==> src/rtl/switch_input_ctrl.sv <==
// Board input reader: synchronises switches and confirm button, debounces the
// button, snapshots the switches on each accepted press and serves CPU reads.
module switch_input_ctrl #(
  parameter int DEBOUNCE_CYCLES = 200000,
  parameter int CNT_WIDTH       = 18
) (
  input  logic        clk,
  input  logic        rst,
  input  logic [15:0] switches,
  input  logic        comfirm_button,
  input  logic        io_read,
  input  logic [1:0]  io_addr,
  output logic [15:0] io_rdata,
  output logic        data_valid,
  output logic        overrun,
  output logic        press_pulse
);

  typedef enum logic [1:0] {IDLE, PRESS_WAIT, HELD, REL_WAIT} state_t;

  localparam logic [CNT_WIDTH-1:0] CNT_LAST = CNT_WIDTH'(DEBOUNCE_CYCLES - 1);

  state_t              state_q, state_d;
  logic [CNT_WIDTH-1:0] cnt_q, cnt_d;
  logic                btn_meta_q, btn_s_q;
  logic [15:0]         sw_meta_q, sw_s_q;
  logic [15:0]         data_q;
  logic                valid_q, overrun_q, pulse_q;
  logic [15:0]         rdata_q, rdata_d;
  logic                press_evt, held, data_rd;

  // Two-flop synchronisers; nothing else touches the raw board inputs.
  always_ff @(posedge clk) begin
    if (rst) begin
      btn_meta_q <= 1'b0;
      btn_s_q    <= 1'b0;
      sw_meta_q  <= '0;
      sw_s_q     <= '0;
    end else begin
      btn_meta_q <= comfirm_button;
      btn_s_q    <= btn_meta_q;
      sw_meta_q  <= switches;
      sw_s_q     <= sw_meta_q;
    end
  end

  always_ff @(posedge clk) begin
    if (rst) begin
      state_q <= IDLE;
      cnt_q   <= '0;
    end else begin
      state_q <= state_d;
      cnt_q   <= cnt_d;
    end
  end

  // Counter restarts on every debounce-state entry, so it never passes CNT_LAST.
  always_comb begin
    state_d = state_q;
    cnt_d   = cnt_q;
    case (state_q)
      IDLE: begin
        if (btn_s_q) begin
          state_d = PRESS_WAIT;
          cnt_d   = '0;
        end
      end
      PRESS_WAIT: begin
        if (!btn_s_q)              state_d = IDLE;
        else if (cnt_q == CNT_LAST) state_d = HELD;
        else                        cnt_d   = cnt_q + 1'b1;
      end
      HELD: begin
        if (!btn_s_q) begin
          state_d = REL_WAIT;
          cnt_d   = '0;
        end
      end
      REL_WAIT: begin
        if (btn_s_q)                state_d = HELD;
        else if (cnt_q == CNT_LAST) state_d = IDLE;
        else                        cnt_d   = cnt_q + 1'b1;
      end
      default: state_d = IDLE;
    endcase
  end

  always_comb begin
    press_evt = (state_q == PRESS_WAIT) && btn_s_q && (cnt_q == CNT_LAST);
    held      = (state_q == HELD) || (state_q == REL_WAIT);
    data_rd   = io_read && (io_addr == 2'd0);
    rdata_d   = '0;
    if (io_read) begin
      case (io_addr)
        2'd0:    rdata_d = data_q;
        2'd1:    rdata_d = {13'b0, held, overrun_q, valid_q};
        2'd2:    rdata_d = sw_s_q;
        default: rdata_d = '0;
      endcase
    end
  end

  // A DATA read in the press cycle returns the old snapshot and wins over overrun.
  always_ff @(posedge clk) begin
    if (rst) begin
      data_q    <= '0;
      valid_q   <= 1'b0;
      overrun_q <= 1'b0;
      pulse_q   <= 1'b0;
      rdata_q   <= '0;
    end else begin
      pulse_q <= press_evt;
      rdata_q <= rdata_d;
      if (press_evt) data_q <= sw_s_q;
      if (press_evt)    valid_q <= 1'b1;
      else if (data_rd) valid_q <= 1'b0;
      if (data_rd)                   overrun_q <= 1'b0;
      else if (press_evt && valid_q) overrun_q <= 1'b1;
    end
  end

  assign io_rdata    = rdata_q;
  assign data_valid  = valid_q;
  assign overrun     = overrun_q;
  assign press_pulse = pulse_q;

endmodule
==> config.mk <==
export PLATFORM = sky130hd
export DESIGN_NAME = switch_input_ctrl
export DESIGN_NICKNAME = d
export VERILOG_FILES = /design/src/rtl/switch_input_ctrl.sv
export SDC_FILE = /design/constraint.sdc
export NUM_CORES = 1
export LEC_CHECK = 0
export ABC_CLOCK_PERIOD_IN_PS = 2650
export BUFFER_PORTS_ARGS = -buffer_cell sky130_fd_sc_hd__buf_2
export CORE_ASPECT_RATIO = 0.8
export CORE_MARGIN = 2
export CORE_UTILIZATION = 35
export CTS_CLUSTER_DIAMETER = 30
export DETAILED_ROUTE_END_ITERATION = 6
export SETUP_SLACK_MARGIN = 0.3
export SLEW_MARGIN = 40
export SYNTH_ARGS = -nofsm -noshare
export SYNTH_HDL_FRONTEND = slang
export SYNTH_SLANG_ARGS = --single-unit
==> constraint.sdc <==
create_clock -name clk -period 2.65 [get_ports clk]
set_input_delay 0.265 -clock clk [delete_from_list [all_inputs] [get_ports clk]]
set_output_delay 0.265 -clock clk [all_outputs]
set_load 0.01 [all_outputs]
==> impl_results.md, run 1 <==
* Relative slew slack at 0.521
* Post-synthesis cell type count at 44
* Cell Area, Synth at 0.00320 mm^2
* Nets@finish at 399
* CTS tree: done
* Total Wirelength at 6340 um
* Synthesis warning total at 0
* RePlAce Congestion at 0.846
* Syn_nets at 358
* Async set-reset flop share out of synthesis at 0
* Die H at 89.6 um
* Adder-Cell Fraction of Synth Area at 0.00390
* Critical path launch point type: flop
* Placement Rows at 31
* Final min period at 2.21 ns
* Synth-to-layout area growth at 20.6%
* Layout cell share with drive strength beyond 1 at 0.186
* Clock buffer depth at 2
* Post-Synth Simple-Gate Area at 0.248
* P_sw at 0.000582 W
* Detail Route Antenna Nets at 0
* Clock skew at 0.00691 ns
* Die Area at 0.00994 mm^2
* Antenna Cells at 0
* Sw Ratio at 0.205
* PnR worst setup slack at 0.443 ns
* Vias per inst at 4.79
* Fmax at 0.453 GHz
* Top_reg_cell synth: dfxtp_1
* H-Tree Depth at 3
* Worst-skew pair later-pin latency at 0.34 ns
* CTS root buf: clkbuf_16
* RSZ-0062 raised after global routing: no
* Post-synthesis mux area share at 0.0566
* Xor/xnor share of the synthesized area at 0.0219
* Crit share post-route at 0.833
* Comb pwr share at 0.032
* Max-cap violations at 0
* Initial antenna violation count at 0
* Combinational family with the most area after synthesis: simple AND/OR/NAND/NOR gates
* Worst Path Max Fanout at 12
* CTS Hold Bufs at 0
* Flop pwr share at 0.483
* First-pass GRT wire length at 10300 um
* Io pins at 41
* Place WS at 0.304 ns
* FF+latch count, synth at 89
* Largest net degree at the start of global routing at 60
* Die width at 111 um
* Data arrival time of the worst path at 2.47 ns
* Gr usage total at 0.134
* GR Overflow Total at 0
* Vias at 2376
* Setup TNS at 0 ns
* CTS Buf Count at 9
* Initial DRC Count at 106
* DR WL/cell at 12.8 um
* Compound-Gate Fraction of Synth Area at 0.0902
* VDD IR-drop max at 0.326 mV
* CORE AREA at 0.00896 mm^2
* Placed cell areas at 0.00351 mm^2
* CTS clk-pin slew, worst paths at 0.06 ns
* Estimated wirelength of the detail-placed design at 4400 um
* Post-synth EDFFs at 0
* Hold Crit Class: in2reg
* Measured slew at the worst slew-check pin at 0.717 ns
* Final Max Tran Viols at 0
* Initial Utilization at 0.358
* Static Leak at 1.53 nW
* Number of global-route vias before repair at 2122
* WS Path Type: reg2reg
* Final instance area at 0.00386 mm^2
* P_int at 0.00226 W
* Fin. Hold Viols at 0
* Synthesized instance count at 335
* Clock share of power at 0.485
* Remaining DRCs at 0
* Router iterations before antenna repair at 4
* CTS Sinks at 89
* Final setup fails at 0
* Status: finished clean
* Pwr dens at 736 mW/mm^2
* PnR Total Power at 0.00284 W
* Seq/Total Area, Yosys at 0.556
* I/O Buffers at 40
* CP required at 2.91 ns
* Crit end category: flop
* Mapped Avg Cell Area at 9.57 um^2
==> kinds of logic (layout without fill, tap and decap cells) <==
kind of cell             count (synthesis)  count (layout)
AND/OR/NAND/NOR                        157             157
multiplexers                            18              18
buffers and inverters                   17              63
flip-flops                              89              89
adder cells (fa/ha/maj)                  1               1
AO/OA/AOI/OAI                           45              45
XOR/XNOR                                 8               8
==> layout make-up <==
class / instances / area (um^2)
fillers: 892 / 5090
flip-flops and latches: 89 / 1780
multi-input cells: 229 / 1370
clock buffers: 10 / 239
repair buffers: 44 / 230
well taps: 115 / 144
clock inverters: 6 / 93.8
inverters: 3 / 11.3
==> synth_stat cells, types with 3 or more instances <==
cell | count | area (um^2)
a21oi_1 | 26 | 130
a31oi_1 | 3 | 18.8
and2_1 | 3 | 18.8
and3_1 | 3 | 18.8
clkbuf_1 | 9 | 33.8
dfxtp_1 | 89 | 1780
inv_1 | 3 | 11.3
mux2i_1 | 17 | 170
nand2_1 | 47 | 176
nand3_1 | 6 | 30.0
nand4_1 | 5 | 31.3
nor2_1 | 34 | 128
nor2b_1 | 35 | 219
nor3_1 | 5 | 25.0
nor4_1 | 3 | 18.8
or3_1 | 4 | 25.0
or4_1 | 4 | 30.0
xnor2_1 | 3 | 26.3
xor2_1 | 5 | 43.8
==> layer usage <==
metal	global-route usage	routed length, um	up-vias
met5	0	0	-
met4	0.0591	113	0
met3	0.0443	443	9
met2	0.177	2380	76
met1	0.196	3410	1076
li1	-	-	1215
==> path summary, 6_finish.rpt <==
check	end	cells past startpoint	slack [ns]	start
worst max-delay path	data_q[3]	6	0.44	cnt_q[13]
worst max register to register	data_q[3]	6	0.44	cnt_q[13]
worst min-delay path	sw_meta_q[0]	2	0.14	switches[0]
worst min register to register	sw_s_q[6]	1	0.43	sw_meta_q[6]
==> cells in the final DEF, fill, tap and decap left out, types with 2 or more instances in the layout <==
cell / n
a21oi_1: 26
a31o_2: 2
a31oi_1: 2
a41o_1: 2
and2_1: 3
and3_1: 3
buf_2: 40
buf_4: 4
bufinv_16: 2
clkbuf_16: 9
dfxtp_1: 89
inv_1: 3
inv_6: 3
mux2i_1: 17
nand2_1: 47
nand2b_1: 2
nand3_1: 6
nand4_1: 5
nor2_1: 34
nor2b_1: 35
nor3_1: 5
nor4_1: 2
o21ai_1: 2
o31ai_1: 2
or3_1: 3
or4_1: 4
xnor2_1: 3
xor2_1: 5
==> stage by stage <==
stage	std cells	util	hold WS (ns)
CTS	496	0.430	0.130
finish	496	0.431	0.137
detailed placement	480	0.392	0.428
global placement	480	0.392	0.425
floorplan	335	-	0.362
global route	496	0.431	0.133
==> power groups by stage <==
stage | registers, W | clock network (W) | logic (W)
2_1_floorplan | 0.00140 | 0 | 0.0000600
4_1_cts | 0.00137 | 0.00141 | 0.0000912
5_1_grt | 0.00138 | 0.00147 | 0.000102
3_5_place_dp | 0.00140 | 0 | 0.0000909
6_report | 0.00137 | 0.00138 | 0.0000903
3_3_place_gp | 0.00140 | 0 | 0.0000902
==> state kept, by name, summed over array words and instances (netlist names), 16 cells and up, named ones only <==
signal / count
cnt_q: 18
io_rdata: 16
data_q: 16
sw_s_q: 16
sw_meta_q: 16
==> repair_timing <==
item / CTS / global route
gates resized for setup: 1 / 0
endpoints found under the setup margin: 5 / 0
endpoints found under the hold margin: 0 / 0
setup buffers: 0 / 0
==> critical path: stages (launching register included) <==
cell     delay [ns]
dfxtp_1        0.36
or4_1          0.51
or4_4          0.48
nor3_4         0.31
buf_4          0.25
nand2_1        0.07
a21oi_1        0.14
Note: power is estimated with default switching activity, not from simulation.
==> run 2, diff against run 1 <==
Settings changed: ABC_AREA set to 1, ABC_CLOCK_PERIOD_IN_PS 2650 to 1950.
Clock period 2.65 ns to 1.95 ns, I/O delays scaled along.
==> run 2 against run 1 <==
  * Sequential power grew 36%
  * Worst setup slack got worse by 0.012 ns
  * Non-clock buffer count rose by 8
  * Critical endpoint is now data_q[10]
  * Critical path type unchanged
==> impl_results.md, run 2 <==
* Die H at 95.0 um
* Io pins at 41
* Initial DRC Count at 173
* Largest net degree at the start of global routing at 42
* Post-synth top area share at 0.492
* Placed cell areas at 0.00396 mm^2
* Sw Ratio at 0.233
* Worst hold margin at 0.0566 ns
* Measured slew at the worst slew-check pin at 0.463 ns
* Worst-skew pair later-pin latency at 0.34 ns
* HP Start: switches[5]
* Layout cell share with drive strength beyond 1 at 0.179
* Vias per inst at 4.55
* Max-cap violations at 0
* Number of global-route vias before repair at 2778
* Final instance area at 0.00432 mm^2
* Leading cell type in the layout, fill and taps excluded: nand2_1
* Routed length on met3 at 404 um
* Biggest register: cnt_q
* Fmax at 0.658 GHz
* CTS Hold Bufs at 0
* Area leader, netlist: dfxtp_1
* Placement Rows at 33
* Worst Path Max Fanout at 18
* Final Max Tran Viols at 0
* PnR Total Power at 0.00362 W
* CTS Sinks at 89
* Seq/Total Area, Yosys at 0.492
* Clock buffer depth at 2
* P_int at 0.00278 W
* Antenna Cells at 0
* Count leader, synth: nand2_1
* H-Tree Depth at 3
* Layout fillers at 1089
* RSZ-0062 raised after global routing: no
* Top sig layer: met4
* Utilization after layout at 0.425
* DRT met1 WL at 4220 um
* P_sw at 0.000846 W
* VDD IR-drop max at 0.424 mV
* Die width at 118 um
* R2r worst-path depth at 6
* RePlAce Congestion at 0.883
* Final min period at 1.52 ns
* Max reg flops at 18
* Synth top area cells: dfxtp_1 (49%), nand2_1 (12%), nor2_1 (8.4%)
* CTS Buf Count at 9
* Initial Utilization at 0.356
* WS Path Type: reg2reg
* CTS clk-pin slew, worst paths at 0.06 ns
* Router iterations before antenna repair at 4
* Remaining DRCs at 0
* Hold Path Depth at 3
* Syn_nets at 516
* Wire length on met2 at 3260 um
* Comb pwr share at 0.036
* FF-to-FF Start: cnt_q[0]
* First-pass GRT wire length at 13300 um
* Relative slew slack at 0.691
* Detail Route Antenna Nets at 0
* Clock share of power at 0.448
* GR Overflow Total at 0
* Final setup fails at 0
* Vias at 3109
* Async set-reset flop share out of synthesis at 0
* Cell Area, Synth at 0.00362 mm^2
* Synthesis warning total at 0
* Static Leak at 1.79 nW
* I/O Buffers at 40
* Die Area at 0.0112 mm^2
* Pwr dens at 840 mW/mm^2
* Setup TNS at 0 ns
* Most frequent cells in the layout: nand2_1 (116), dfxtp_1 (81), nor2_1 (80), inv_1 (66), a21oi_1 (41)
* Critical path launch point type: flop
* Post-synth EDFFs at 0
* Hold Crit Class: in2reg
* Synthesized instance count at 493
* Data arrival time of the worst path at 1.74 ns
* Mapped Avg Cell Area at 7.34 um^2
* Post-synthesis cell type count at 29
* Estimated wirelength of the detail-placed design at 5430 um
* Flop pwr share at 0.516
* DR WL/cell at 11.7 um
* Crit end category: flop
* Clock skew at 0.00683 ns
* Gr usage total at 0.148
* Initial antenna violation count at 0
* Fin. Hold Viols at 0
* Crit share post-route at 0.779
* Nets@finish at 561
* CTS root buf: clkbuf_16
* Most instantiated cells after synthesis: nand2_1 (116), dfxtp_1 (89), nor2_1 (81), inv_1 (67), a21oi_1 (42)
* CTS tree: done
* Crit path from: cnt_q[0]
* Total Wirelength at 8000 um
* Status: finished clean
* Top_reg_cell synth: dfxtp_1
* FF+latch count, synth at 89
* Synth-to-layout area growth at 19.3%
* CP required at 2.17 ns
* CORE AREA at 0.0102 mm^2
run 2: cell types whose count changed in the layout (fill, tap and decap cells not counted), sizes merged, moves of 8 or more:
cell / before / now
inv: 6 / 71
nor2: 34 / 86
nand2: 47 / 119
nor2b: 35 / 0
buf: 44 / 52
a21oi: 27 / 42
nand4: 5 / 29
nand3: 6 / 26
mux2i: 17 / 0
run 2: critical path, stage by stage, from the launching register on:
cell	delay, ns
dfxtp_2	0.37
ha_4	0.17
nand3_4	0.13
nor2_4	0.18
nand4_4	0.29
nand2_1	0.18
a21oi_2	0.07
run 2: logic make-up after synthesis:
family / after synthesis / synth area share
xor gates and xnor gates: 5 / 0.0121
buffers and inverters: 89 / 0.102
adders and majority gates: 1 / 0.00346
and+or+nand+nor: 263 / 0.325
AOI/OAI and AO/OA: 46 / 0.0653
DFF: 89 / 0.492
run 2: worst paths after layout:
| path | end | slack (ns) |
|---|---|---|
| max reg2reg | data_q[10] | 0.43 |
| min reg2reg | sw_s_q[13] | 0.40 |
| max | data_q[10] | 0.43 |
| min | sw_meta_q[5] | 0.06 |
run 2: what timing repair did:
action,CTS,global route
buffers inserted,0,3
endpoints found under the setup margin,0,34
resized for setup,0,18
run 2: metrics by stage:
step	std cells	setup slack, ns
6_report	683	0.431
3_3_place_gp	664	0.390
2_1_floorplan	493	0.483
4_1_cts	680	0.309
3_5_place_dp	664	0.324
5_1_grt	683	0.301
run 2: cell type report:
type | count | area (um^2) | area share
repair buffers | 52 | 294 | 0.0681
flip-flops and latches | 89 | 1790 | 0.415
clock inverters | 6 | 50.0 | 0.0116
well taps | 140 | 175 | 0.0406
inverters | 71 | 268 | 0.0620
clock buffers | 10 | 229 | 0.0530
multi-input cells | 315 | 1510 | 0.350
run 2: power by group through the flow:
stage | Combinational [W] | Sequential (W) | Clock (W)
finish | 0.000132 | 0.00187 | 0.00162
global route | 0.000150 | 0.00187 | 0.00173
CTS | 0.000129 | 0.00187 | 0.00166
detailed placement | 0.000129 | 0.00191 | 0
global placement | 0.000126 | 0.00191 | 0
floorplan | 0.0000793 | 0.00191 | 0
run 2: per-layer routing:
metal / track usage / vias up
li1: - / 1631
met1: 0.208 / 1385
met2: 0.221 / 86
met3: 0.0320 / 7
met4: 0.0572 / 0
met5: 0 / -
